--- src/rtl/hc4511_scan_if.sv ---
// Signal bundle between the scan driver and its host/decoder side.
// Host drives the value and mode controls; the driver returns the HC4511 pins.
interface hc4511_scan_if;
    logic [15:0] data;
    logic        load;
    logic        lzb;
    logic        lamp_test;
    logic [3:0]  a;
    logic        le;
    logic        bi_n;
    logic        lt_n;
    logic [3:0]  dig;
    logic        err;

    modport master (
        output data, load, lzb, lamp_test,
        input  a, le, bi_n, lt_n, dig, err
    );

    modport slave (
        input  data, load, lzb, lamp_test,
        output a, le, bi_n, lt_n, dig, err
    );
endinterface

--- src/rtl/hc4511_scan.sv ---
// Four-digit multiplexed scan driver for an HC4511 decoder with per-slot blanking guard.
//
// state    | meaning
// ---------+-------------------------------------------------------------
// ST_BLANK | cnt < GUARD: decoder transparent, display blanked, A settling
// ST_SHOW  | cnt >= GUARD: decoder latched, digit lit unless zero-blanked
module hc4511_scan #(
    parameter int unsigned DIV   = 1000,
    parameter int unsigned GUARD = 16
) (
    input  logic          clk_i,
    input  logic          rst_n_i,
    hc4511_scan_if.slave  bus
);
    typedef enum logic {ST_BLANK = 1'b0, ST_SHOW = 1'b1} state_e;

    localparam logic [15:0] CNT_LAST  = 16'(DIV - 1);
    localparam logic [15:0] CNT_GUARD = 16'(GUARD);

    state_e      state_q, state_d;
    logic [15:0] val_q, val_d;
    logic        err_q, err_d;
    logic [15:0] cnt_q, cnt_d;
    logic [1:0]  idx_q, idx_d;
    logic [3:0]  a_q, a_d;
    logic [3:0]  dig_q, dig_d;
    logic        zb_q, zb_d;
    logic        le_q, le_d;
    logic        bi_n_q, bi_n_d;
    logic        lt_n_q, lt_n_d;
    logic        wrap;

    function automatic logic has_non_bcd(input logic [15:0] v);
        return (v[3:0] > 4'd9) | (v[7:4] > 4'd9) | (v[11:8] > 4'd9) | (v[15:12] > 4'd9);
    endfunction

    // Digit i is blanked only when it and every more significant nibble are zero.
    function automatic logic zero_blank(input logic [15:0] v, input logic [1:0] i,
                                        input logic lzb);
        logic z;
        case (i)
            2'd1:    z = (v[15:4] == 12'd0);
            2'd2:    z = (v[15:8] == 8'd0);
            2'd3:    z = (v[15:12] == 4'd0);
            default: z = 1'b0;
        endcase
        return lzb & z;
    endfunction

    always_ff @(posedge clk_i) begin
        if (!rst_n_i) begin
            state_q <= ST_BLANK;
            val_q   <= '0;
            err_q   <= 1'b0;
            cnt_q   <= '0;
            idx_q   <= '0;
            a_q     <= '0;
            dig_q   <= 4'b0001;
            zb_q    <= 1'b0;
            le_q    <= 1'b0;
            bi_n_q  <= 1'b0;
            lt_n_q  <= 1'b1;
        end else begin
            state_q <= state_d;
            val_q   <= val_d;
            err_q   <= err_d;
            cnt_q   <= cnt_d;
            idx_q   <= idx_d;
            a_q     <= a_d;
            dig_q   <= dig_d;
            zb_q    <= zb_d;
            le_q    <= le_d;
            bi_n_q  <= bi_n_d;
            lt_n_q  <= lt_n_d;
        end
    end

    always_comb begin
        val_d   = val_q;
        err_d   = err_q;
        idx_d   = idx_q;
        a_d     = a_q;
        dig_d   = dig_q;
        zb_d    = zb_q;
        state_d = state_q;
        lt_n_d  = ~bus.lamp_test;

        if (bus.load) begin
            val_d = bus.data;
            err_d = has_non_bcd(bus.data);
        end

        wrap  = (cnt_q == CNT_LAST);
        cnt_d = wrap ? '0 : cnt_q + 16'd1;

        // Slot entry samples the pre-load value so a coincident Load shows next slot.
        if (wrap) begin
            idx_d = idx_q + 2'd1;
            a_d   = 4'(val_q >> {idx_d, 2'b00});
            dig_d = 4'b0001 << idx_d;
            zb_d  = zero_blank(val_q, idx_d, bus.lzb);
        end

        case (state_q)
            ST_BLANK: if (cnt_d == CNT_GUARD) state_d = ST_SHOW;
            ST_SHOW:  if (wrap)               state_d = ST_BLANK;
            default:                          state_d = ST_BLANK;
        endcase

        le_d   = (state_d == ST_SHOW);
        bi_n_d = (state_d == ST_SHOW) & ~zb_d;
    end

    assign bus.a    = a_q;
    assign bus.dig  = dig_q;
    assign bus.le   = le_q;
    assign bus.bi_n = bi_n_q;
    assign bus.lt_n = lt_n_q;
    assign bus.err  = err_q;
endmodule

--- src/flat_wrapper.sv ---
// flat-port wrapper written by rule: the top's interface ports become plain ports
module hc4511_scan_flat 
#(
    parameter int unsigned DIV   = 1000,
    parameter int unsigned GUARD = 16
)
  (clk_i, rst_n_i, bus_data, bus_load, bus_lzb, bus_lamp_test, bus_a, bus_le, bus_bi_n, bus_lt_n, bus_dig, bus_err);
  hc4511_scan_if bus_i ();
  input  logic clk_i;
  input  logic rst_n_i;
  input wire logic [$bits(bus_i.data)-1:0] bus_data;
  input wire logic [$bits(bus_i.load)-1:0] bus_load;
  input wire logic [$bits(bus_i.lzb)-1:0] bus_lzb;
  input wire logic [$bits(bus_i.lamp_test)-1:0] bus_lamp_test;
  output wire logic [$bits(bus_i.a)-1:0] bus_a;
  output wire logic [$bits(bus_i.le)-1:0] bus_le;
  output wire logic [$bits(bus_i.bi_n)-1:0] bus_bi_n;
  output wire logic [$bits(bus_i.lt_n)-1:0] bus_lt_n;
  output wire logic [$bits(bus_i.dig)-1:0] bus_dig;
  output wire logic [$bits(bus_i.err)-1:0] bus_err;
  assign bus_i.data = bus_data;
  assign bus_i.load = bus_load;
  assign bus_i.lzb = bus_lzb;
  assign bus_i.lamp_test = bus_lamp_test;
  assign bus_a = bus_i.a;
  assign bus_le = bus_i.le;
  assign bus_bi_n = bus_i.bi_n;
  assign bus_lt_n = bus_i.lt_n;
  assign bus_dig = bus_i.dig;
  assign bus_err = bus_i.err;
  hc4511_scan #(.DIV(DIV), .GUARD(GUARD)) u_core (.clk_i(clk_i), .rst_n_i(rst_n_i), .bus(bus_i));
endmodule
--- config.mk ---
export PLATFORM = sky130hd
export DESIGN_NAME = hc4511_scan_flat
export DESIGN_NICKNAME = d
export VERILOG_FILES = /design/src/rtl/hc4511_scan_if.sv /design/src/rtl/hc4511_scan.sv /design/src/flat_wrapper.sv
export SDC_FILE = /design/constraint.sdc
export NUM_CORES = 1
export LEC_CHECK = 0
export CORE_MARGIN = 5
export CORE_UTILIZATION = 55
export CTS_BUF_LIST = sky130_fd_sc_hd__clkbuf_4
export DETAILED_ROUTE_END_ITERATION = 8
export MAX_ROUTING_LAYER = met4
export PLACE_DENSITY = 0.77
export SYNTH_ARGS = -nofsm -noshare
export SYNTH_HDL_FRONTEND = slang
export SYNTH_SLANG_ARGS = --single-unit
--- constraint.sdc ---
create_clock -name clk_i -period 5.8 [get_ports clk_i]
set_input_delay 0.58 -clock clk_i [delete_from_list [all_inputs] [get_ports clk_i]]
set_output_delay 0.58 -clock clk_i [all_outputs]
set_load 0.1 [all_outputs]
* Word level (Yosys, flattened, before mapping) *
Cells that the tools add are included.

storage, ports and cells
  flip-flop bits (word level) = 47
  input bits = 21
  output and inout bits = 12
  word-level logic and storage cells = 41

operators by class
  $add $sub $neg = 2
  $lt $le $gt $ge = 4
  equality and inequality tests = 5
  shifts and indexed selects = 2
  muxes and demuxes = 7
  bitwise gates (word level) = 8
  reductions and logical operators = 3

operators by type and width
  operator               number
  $add 16x1->16 const B  1
  $eq 16x10->1 const B   1
  $eq 16x5->1 const B    1
  $gt 4x4->1 const B     4
  $mux 16                1
  $shr 16x4->4           1
  $logic_not 12->1       1
  $logic_not 8->1        1
  $eq 2x2->1 const B     2
  $logic_not 4->1        1
  $mux 1                 4
  $shl 1x2->4 const A    1
  $not 1->1              3
  $or 1x1->1             3
  $pmux 1 s3             1
  $add 2x1->2 const B    1
  $and 1x1->1            2
  $eq 2x1->1 const B     1
  $pmux 1 s2             1

* Logic depth before layout (Yosys ltp) *
Gate-level depths: netlist (run 1).

  depth after elaboration = 8
  mapped depth = 9
  gate-level depth less buffers = 7

* Worst setup path before layout (run 1) *
Ideal clock, no wire load.

  path kind = register -> register
  from = register u_core.idx_q[0]
  to = register u_core.a_q[0] (netlist: u_core.bus.a[0])
  setup time = 0.120 ns
  arrival = 1.778 ns
  required time = 5.680 ns
  setup slack = 3.902 ns
  stages on the path, launching flop included = 7
  path buffers = 1
  period minus slack after synthesis = 1.898 ns
  path through = dfxtp_1 inv_1 ha_1 clkbuf_1 mux4_2 mux2i_1 nor2b_1

between the ends
  longest elaborated chain between the ends = 2

ends and longest elaborated chain
  what                    line               RTL
  from (decl)             hc4511_scan.sv:24  logic [1:0] idx_q, idx_d;
  from (signal assigned)  hc4511_scan.sv:68  idx_q <= idx_d;
  $add 2x1->2             hc4511_scan.sv:98  idx_d = idx_q + 2'd1;
  $shr 16x4->4            hc4511_scan.sv:99  a_d = 4'(val_q >> {idx_d, 2'b00});
  to (signal assigned)    hc4511_scan.sv:57  a_q <= '0;
  to (signal assigned)    hc4511_scan.sv:69  a_q <= a_d;
  to (decl)               hc4511_scan.sv:25  logic [3:0] a_q, a_d;

No other way between the ends.
A chain may end at the register's enable or synchronous reset.

* Worst setup path in the final report (run 1) *
  from = register u_core.le_q (netlist: u_core.bus.le)
  to = output port bus_le

RTL lines
  what                    line                RTL
  from (decl)             hc4511_scan.sv:28   logic le_q, le_d;
  from (signal assigned)  hc4511_scan.sv:72   le_q <= le_d;
  to (decl)               flat_wrapper.sv:16  output wire logic [$bits(bus_i.le)-1:0] bus_le;

No word-level cell between the ends.

==> results of run 1 <==
==> cells in the mapped netlist (2+ instances only) <==
master	n	area share
sky130_fd_sc_hd__nor2b_1	27	0.073
sky130_fd_sc_hd__o21ai_0	6	0.013
sky130_fd_sc_hd__nand4_1	8	0.022
sky130_fd_sc_hd__nor3b_1	2	0.0065
sky130_fd_sc_hd__and4_1	3	0.011
sky130_fd_sc_hd__ha_1	5	0.027
sky130_fd_sc_hd__xnor2_1	10	0.038
sky130_fd_sc_hd__clkbuf_1	6	0.0098
sky130_fd_sc_hd__xor2_1	6	0.023
sky130_fd_sc_hd__buf_4	2	0.0065
sky130_fd_sc_hd__inv_1	3	0.0049
sky130_fd_sc_hd__mux2i_1	27	0.12
sky130_fd_sc_hd__nand2_1	13	0.021
sky130_fd_sc_hd__a21oi_1	4	0.0087
sky130_fd_sc_hd__dfxtp_1	47	0.41
sky130_fd_sc_hd__buf_2	3	0.0065
sky130_fd_sc_hd__nor3_1	2	0.0043
sky130_fd_sc_hd__mux4_2	4	0.039
sky130_fd_sc_hd__a21o_1	2	0.0065
sky130_fd_sc_hd__and3_1	3	0.0081
sky130_fd_sc_hd__and2_1	9	0.024
sky130_fd_sc_hd__and3_2	2	0.0065
sky130_fd_sc_hd__nand3_1	5	0.011
sky130_fd_sc_hd__nor4_1	6	0.016
sky130_fd_sc_hd__nor2_1	7	0.011
sky130_fd_sc_hd__buf_6	4	0.020
==> state kept, by name, summed over array words and instances, names as in the netlist <==
signal	cells
u_core.bus.lt_n	1
u_core.cnt_q	16
u_core.bus.bi_n	1
u_core.val_q	16
u_core.bus.err	1
u_core.zb_q	1
u_core.bus.le	1
u_core.idx_q	2
u_core.bus.a	4
u_core.bus.dig	4
==> power breakdown <==
group | leakage, nW | total [mW] | internal, mW | switching (mW)
Sequential | 0.383 | 0.340 | 0.332 | 0.00759
Combinational | 0.636 | 0.0564 | 0.0304 | 0.0259
Clock | 0.0417 | 0.194 | 0.0936 | 0.100
==> layout make-up <==
cell class / count / area share
tap: 50 / 0.0236
multi-input combinational: 164 / 0.465
clock inverter: 1 / 0.0113
timing repair buffer: 33 / 0.124
inverter: 3 / 0.00425
sequential: 47 / 0.355
clock buffer: 6 / 0.0170
==> worst max-delay path by stage <==
| stage | from | to | slack (ns) | cells after the start |
|---|---|---|---|---|
| 6_report | u_core.bus.le | bus_le | 3.30 | 1 |
| 5_1_grt | u_core.bus.le | bus_le | 3.24 | 1 |
| 4_1_cts | u_core.bus.le | bus_le | 3.28 | 1 |
| 3_5_place_dp | rst_n_i | u_core.bus.bi_n | 3.38 | 8 |
| 3_3_place_gp | rst_n_i | u_core.bus.bi_n | 3.43 | 8 |
| 2_1_floorplan | u_core.idx_q[0] | u_core.bus.a[0] | 3.90 | 6 |
==> through the flow <==
stage | instances | worst slack (ns)
floorplan | 230 | 3.90
global placement | 297 | 3.43
detailed placement | 297 | 3.38
CTS | 304 | 3.28
global route | 304 | 3.24
finish | 304 | 3.30
==> metal layers <==
| metal | GRT usage | wire, um |
|---|---|---|
| met1 | 0.236 | 2040 |
| met2 | 0.269 | 2000 |
| met3 | 0.0441 | 253 |
| met4 | 0.0573 | 44 |
| met5 | - | 0 |
==> cell families (layout without fill, tap and decap cells) <==
logic type               count (synthesis)  after routing
adder cells (fa/ha/maj)                  5              5
XOR/XNOR                                16             16
AND/OR/NAND/NOR                         95             95
buffers and inverters                   19             43
flip-flops                              47             47
AO/OA/AOI/OAI                           17             17
multiplexers                            31             31
==> results_dict.tcl, run 1 <==
set metrics [dict create \
    initial_core_util 0.572 \
    vias_per_cell 5.49 \
    fin_area_um2 2650 \
    horizontal_die_dimension_um 74.7 \
    final_nets 280 \
    postLayoutCoreUtil 0.658 \
    ant_nets 0 \
    synth_cell_type_count 40 \
    final_layout_size_suffix_gt1_frac 0.0709 \
    clock_tree.buffer_depth 2 \
    hold_path.class "reg2reg" \
    first_pass_iters 4 \
    min_period_ns 2.50 \
    grt_antenna_before_repair 0 \
    diodes 0 \
    synth-edff-count 0 \
    combinational_family_with_the_most_area_after_synthesis "simple AND/OR/NAND/NOR gates" \
    status "complete, no violations" \
    cpMaxStageDelayCell "sky130_fd_sc_hd__clkdlybuf4s50_1" \
    drc_errors 0 \
    cts_buffers 5 \
    worst_slew_pin_slew_ns 0.978 \
    grt_overflow_total 0 \
    via_count 1670 \
    final_cell_mix "sky130_fd_sc_hd__dfxtp_1 (47), sky130_fd_sc_hd__clkdlybuf4s50_1 (32), sky130_fd_sc_hd__mux2i_1 (27), sky130_fd_sc_hd__nor2b_1 (27), sky130_fd_sc_hd__nand2_1 (13)" \
    clk_latency_ns 0.36 \
    register_to_register_path_setup_slack_ns 3.69 \
    filler_cells 351 \
    grt.total_usage 0.178 \
    grt_pass1_wl_um 7410 \
    place_hpwl_um 3140 \
    rsz0062_at_grt "no" \
    path_cells "clkdlybuf4s50_1" \
    vias_in_the_first_global_route 1615 \
    timing.rr.start "u_core.cnt_q[7]" \
    worstHoldPathCells 1 \
    critical-path-max-stage-delay_ns 1.16 \
    skew_ns 0.0134 \
    cts.sinks 47 \
    crit_path_start_kind "flop" \
    postCtsHoldBufs 0 \
    post_synth_design_cell_area_um2 2300 \
    avgSynthCellArea_um2 10.0 \
    syn2layout_area_growth_pct 15.1 \
    power_density_nw_per_um2 223 \
    whs_ns 0.494 \
    timing.reg2reg.worst_path_depth 6 \
    clk_pin_slew_worst_paths_ns 0.13 \
    totalNegativeSetupSlack_ns 0 \
    synth.mux.area_fraction 0.156 \
    dieArea_um2 5580 \
    placed_cell_area_um2 2580 \
    port_buffers 32 \
    final_hold_viol_count 0 \
    synthFlopType "sky130_fd_sc_hd__dfxtp_1" \
    cts_tree "yes" \
    fmaxAchievable_mhz 400 \
    static-leakage-power_nw 1.06 \
    timing.final.setup_violations 0 \
    drt-initial-drc-count 125 \
    synth_compound_gate_area_share 0.0489 \
    ys_warn_count 0 \
    critical_path_s_top_delay_family "buffers and inverters" \
    chipHeight_um 74.7 \
    fin_crit_sh 0.431 \
    worstSetupPathType "reg2out" \
    grt_max_degree 42 \
    synth-adder-area-share 0.0272 \
    path_buf_inv 1 \
    critPathArrivalTime_ns 1.92 \
    post-cts-setup-buffer-count 0 \
    timing.final.max_slew_violations 0 \
    layout.cells.most_common "sky130_fd_sc_hd__dfxtp_1" \
    clock_tree.htree_level_count 2 \
    post_synthesis_sequential_element_count 47 \
    ctsResizeCount 0 \
    ys_async_sr_fraction 0 \
    synthXorXnorAreaFrac 0.0608 \
    worst-endpoint-required_ns 5.22 \
    cts.root.buffer_cell "sky130_fd_sc_hd__clkbuf_4" \
    synth_seq_area_share 0.408 \
    multi_input_area_um2 1230 \
    worst_setup_path_end_kind "primary output" \
    min_delay_worst_endpoint "u_core.cnt_q[0]" \
    gp_congestion 0.934 \
    r2r_end "u_core.zb_q" \
    io_pins 33 \
    synth_nets 256 \
    timing.slew.headroom 0.346 \
    post_synth_and_or_nand_nor_area_fraction 0.242 \
    design.core.area_um2 4030 \
    postSynthCellCount 230 \
    worstHoldStart "u_core.cnt_q[0]" \
    cp_max_fo 3 \
    routed_wire_length_per_instance_um 14.2 \
    register_area_um2 941 \
    route.final.wire_length_um 4330 \
    max-vdd-ir-drop_mv 0.154 \
    power_total_mw 0.590 \
    fp-row-count 23 \
    maxCapViolCount 0 \
]
(Power assumes the default switching activity.)
==> run 2, diff against run 1 <==
clock period = 2.5 ns   (was 5.8 ns; I/O delays follow)
==> run 2 against run 1 <==
  * Via count up 0.60%
  * Sequential power up 130%
  * Count of clock-buffer cells in the layout down 1
  * Non-clock buffer count up 1
  * Flip-flop and latch count unchanged
  * Design area down 1.7%
  * Power up 110%
  * Combinational power up 130%
  * First-iteration DRC count down 30%
  * Register-to-register slack worse by 3.3 ns
  * Highest routed layer unchanged
==> results_dict.tcl, run 2 (synthesis gave the netlist of run 1 again) <==
set metrics [dict create \
    status "complete, no violations" \
    fin_area_um2 2610 \
    diodes 0 \
    cts.root.buffer_cell "sky130_fd_sc_hd__clkbuf_4" \
    final_nets 281 \
    grt_pass1_wl_um 7240 \
    cpMaxStageDelayCell "sky130_fd_sc_hd__or2_1" \
    gp_congestion 0.856 \
    critical_path_s_top_delay_family "simple AND/OR/NAND/NOR gates" \
    timing.slew.headroom 0.500 \
    vias_per_cell 5.49 \
    chipHeight_um 74.7 \
    ctsResizeCount 0 \
    clock_tree.buffer_depth 2 \
    rsz0062_at_grt "no" \
    cts.sinks 47 \
    skew_ns 0.0116 \
    timing.final.setup_violations 0 \
    final_layout_size_suffix_gt1_frac 0.117 \
    totalNegativeSetupSlack_ns 0 \
    static-leakage-power_nw 1.07 \
    drt-initial-drc-count 88 \
    initial_core_util 0.572 \
    fmaxAchievable_mhz 485 \
    post-cts-setup-buffer-count 0 \
    worst_setup_path_end_kind "flop" \
    route.final.wire_length_um 4300 \
    critical-path-max-stage-delay_ns 0.51 \
    final_cell_mix "sky130_fd_sc_hd__dfxtp_1 (47), sky130_fd_sc_hd__mux2i_1 (27), sky130_fd_sc_hd__nor2b_1 (27), sky130_fd_sc_hd__clkdlybuf4s50_1 (20), sky130_fd_sc_hd__buf_4 (14)" \
    cts_tree "yes" \
    max-vdd-ir-drop_mv 0.315 \
    biggestRegsByFlops "u_core.cnt_q (16), u_core.val_q (16)" \
    groute.layer.met3.usage 0.0454 \
    vias_in_the_first_global_route 1587 \
    first_pass_iters 5 \
    io_pins 33 \
    grt_overflow_total 0 \
    cts_buffers 5 \
    port_buffers 32 \
    syn2layout_area_growth_pct 13.1 \
    placed_cell_area_um2 2550 \
    path_buf_inv 0 \
    grt.total_usage 0.174 \
    worst_slew_pin_slew_ns 0.751 \
    critPathArrivalTime_ns 2.32 \
    gr-usage-met2 0.256 \
    met1_usage 0.226 \
    grt_max_degree 41 \
    grt_most_used_layer "met2" \
    worst-endpoint-required_ns 2.75 \
    timing.final.max_slew_violations 0 \
    layout.cells.most_common "sky130_fd_sc_hd__dfxtp_1" \
    clk_pin_slew_worst_paths_ns 0.13 \
    via_count 1680 \
    clk_latency_ns 0.36 \
    clock_tree.htree_level_count 2 \
    place_hpwl_um 3160 \
    maxCapViolCount 0 \
    crit_path_start_kind "flop" \
    grt_antenna_before_repair 0 \
    hold_path.class "in2reg" \
    final_hold_viol_count 0 \
    routed_wire_length_per_instance_um 14.1 \
    postCtsHoldBufs 0 \
    horizontal_die_dimension_um 74.7 \
    power_density_nw_per_um2 485 \
    path_cells "and4_1 -> nand2_2 -> or2_1 -> and2_1 -> o21ai_0 -> a21boi_0" \
    worstSetupPathType "reg2reg" \
    dieArea_um2 5580 \
    design.core.area_um2 4030 \
    fp-row-count 23 \
    ant_nets 0 \
    drc_errors 0 \
    fin_crit_sh 0.825 \
    cp_max_fo 16 \
    min_period_ns 2.06 \
]
run 2: cell types whose count changed in the layout (fill, tap and decap cells not counted):
cell	previous run	this run
sky130_fd_sc_hd__buf_4	1	14
sky130_fd_sc_hd__clkdlybuf4s50_1	32	20
sky130_fd_sc_hd__bufinv_16	1	0
sky130_fd_sc_hd__clkbuf_4	6	5
sky130_fd_sc_hd__clkinv_1	0	2
sky130_fd_sc_hd__clkinvlp_4	0	1
run 2: final cells by class:
type	count	area [um^2]
fillers	364	1420
inverters	3	11.3
multi-input cells	164	1230
well taps	50	62.6
flip-flops and latches	47	941
clock inverters	3	15.0
clock buffers	5	37.5
repair buffers	34	305
run 2: final timing paths:
kind                         from              end  slack [ns]  cells after the start
setup / recovery  u_core.cnt_q[7]  u_core.cnt_q[7]        0.44                      6
hold / removal      bus_lamp_test  u_core.bus.lt_n        0.36                      2
setup reg to reg  u_core.cnt_q[7]  u_core.cnt_q[7]        0.44                      6
hold reg to reg   u_core.cnt_q[0]  u_core.cnt_q[0]        0.50                      1
run 2: per-stage QoR:
step	util	total power [mW]	hold WS (ns)	instances	setup slack, ns
5_1_grt	0.647	1.32	0.348	306	0.252
3_5_place_dp	0.634	0.936	0.471	298	0.486
3_3_place_gp	0.634	0.934	0.454	298	0.528
2_1_floorplan	-	0.879	0.312	230	0.602
6_report	0.647	1.26	0.364	306	0.438
4_1_cts	0.647	1.28	0.350	306	0.461
run 2: power by group:
group          total (mW)  switching (mW)  internal, mW
combinational       0.130          0.0600        0.0703
sequential          0.788          0.0176         0.771
clock               0.345           0.241         0.104
total                1.26           0.319         0.944
run 2: routing by layer:
layer  up-vias  share of wire
li1        850              -
met1       761           0.46
met2        57           0.45
met3        12          0.060
met4         0          0.025
met5         -              0
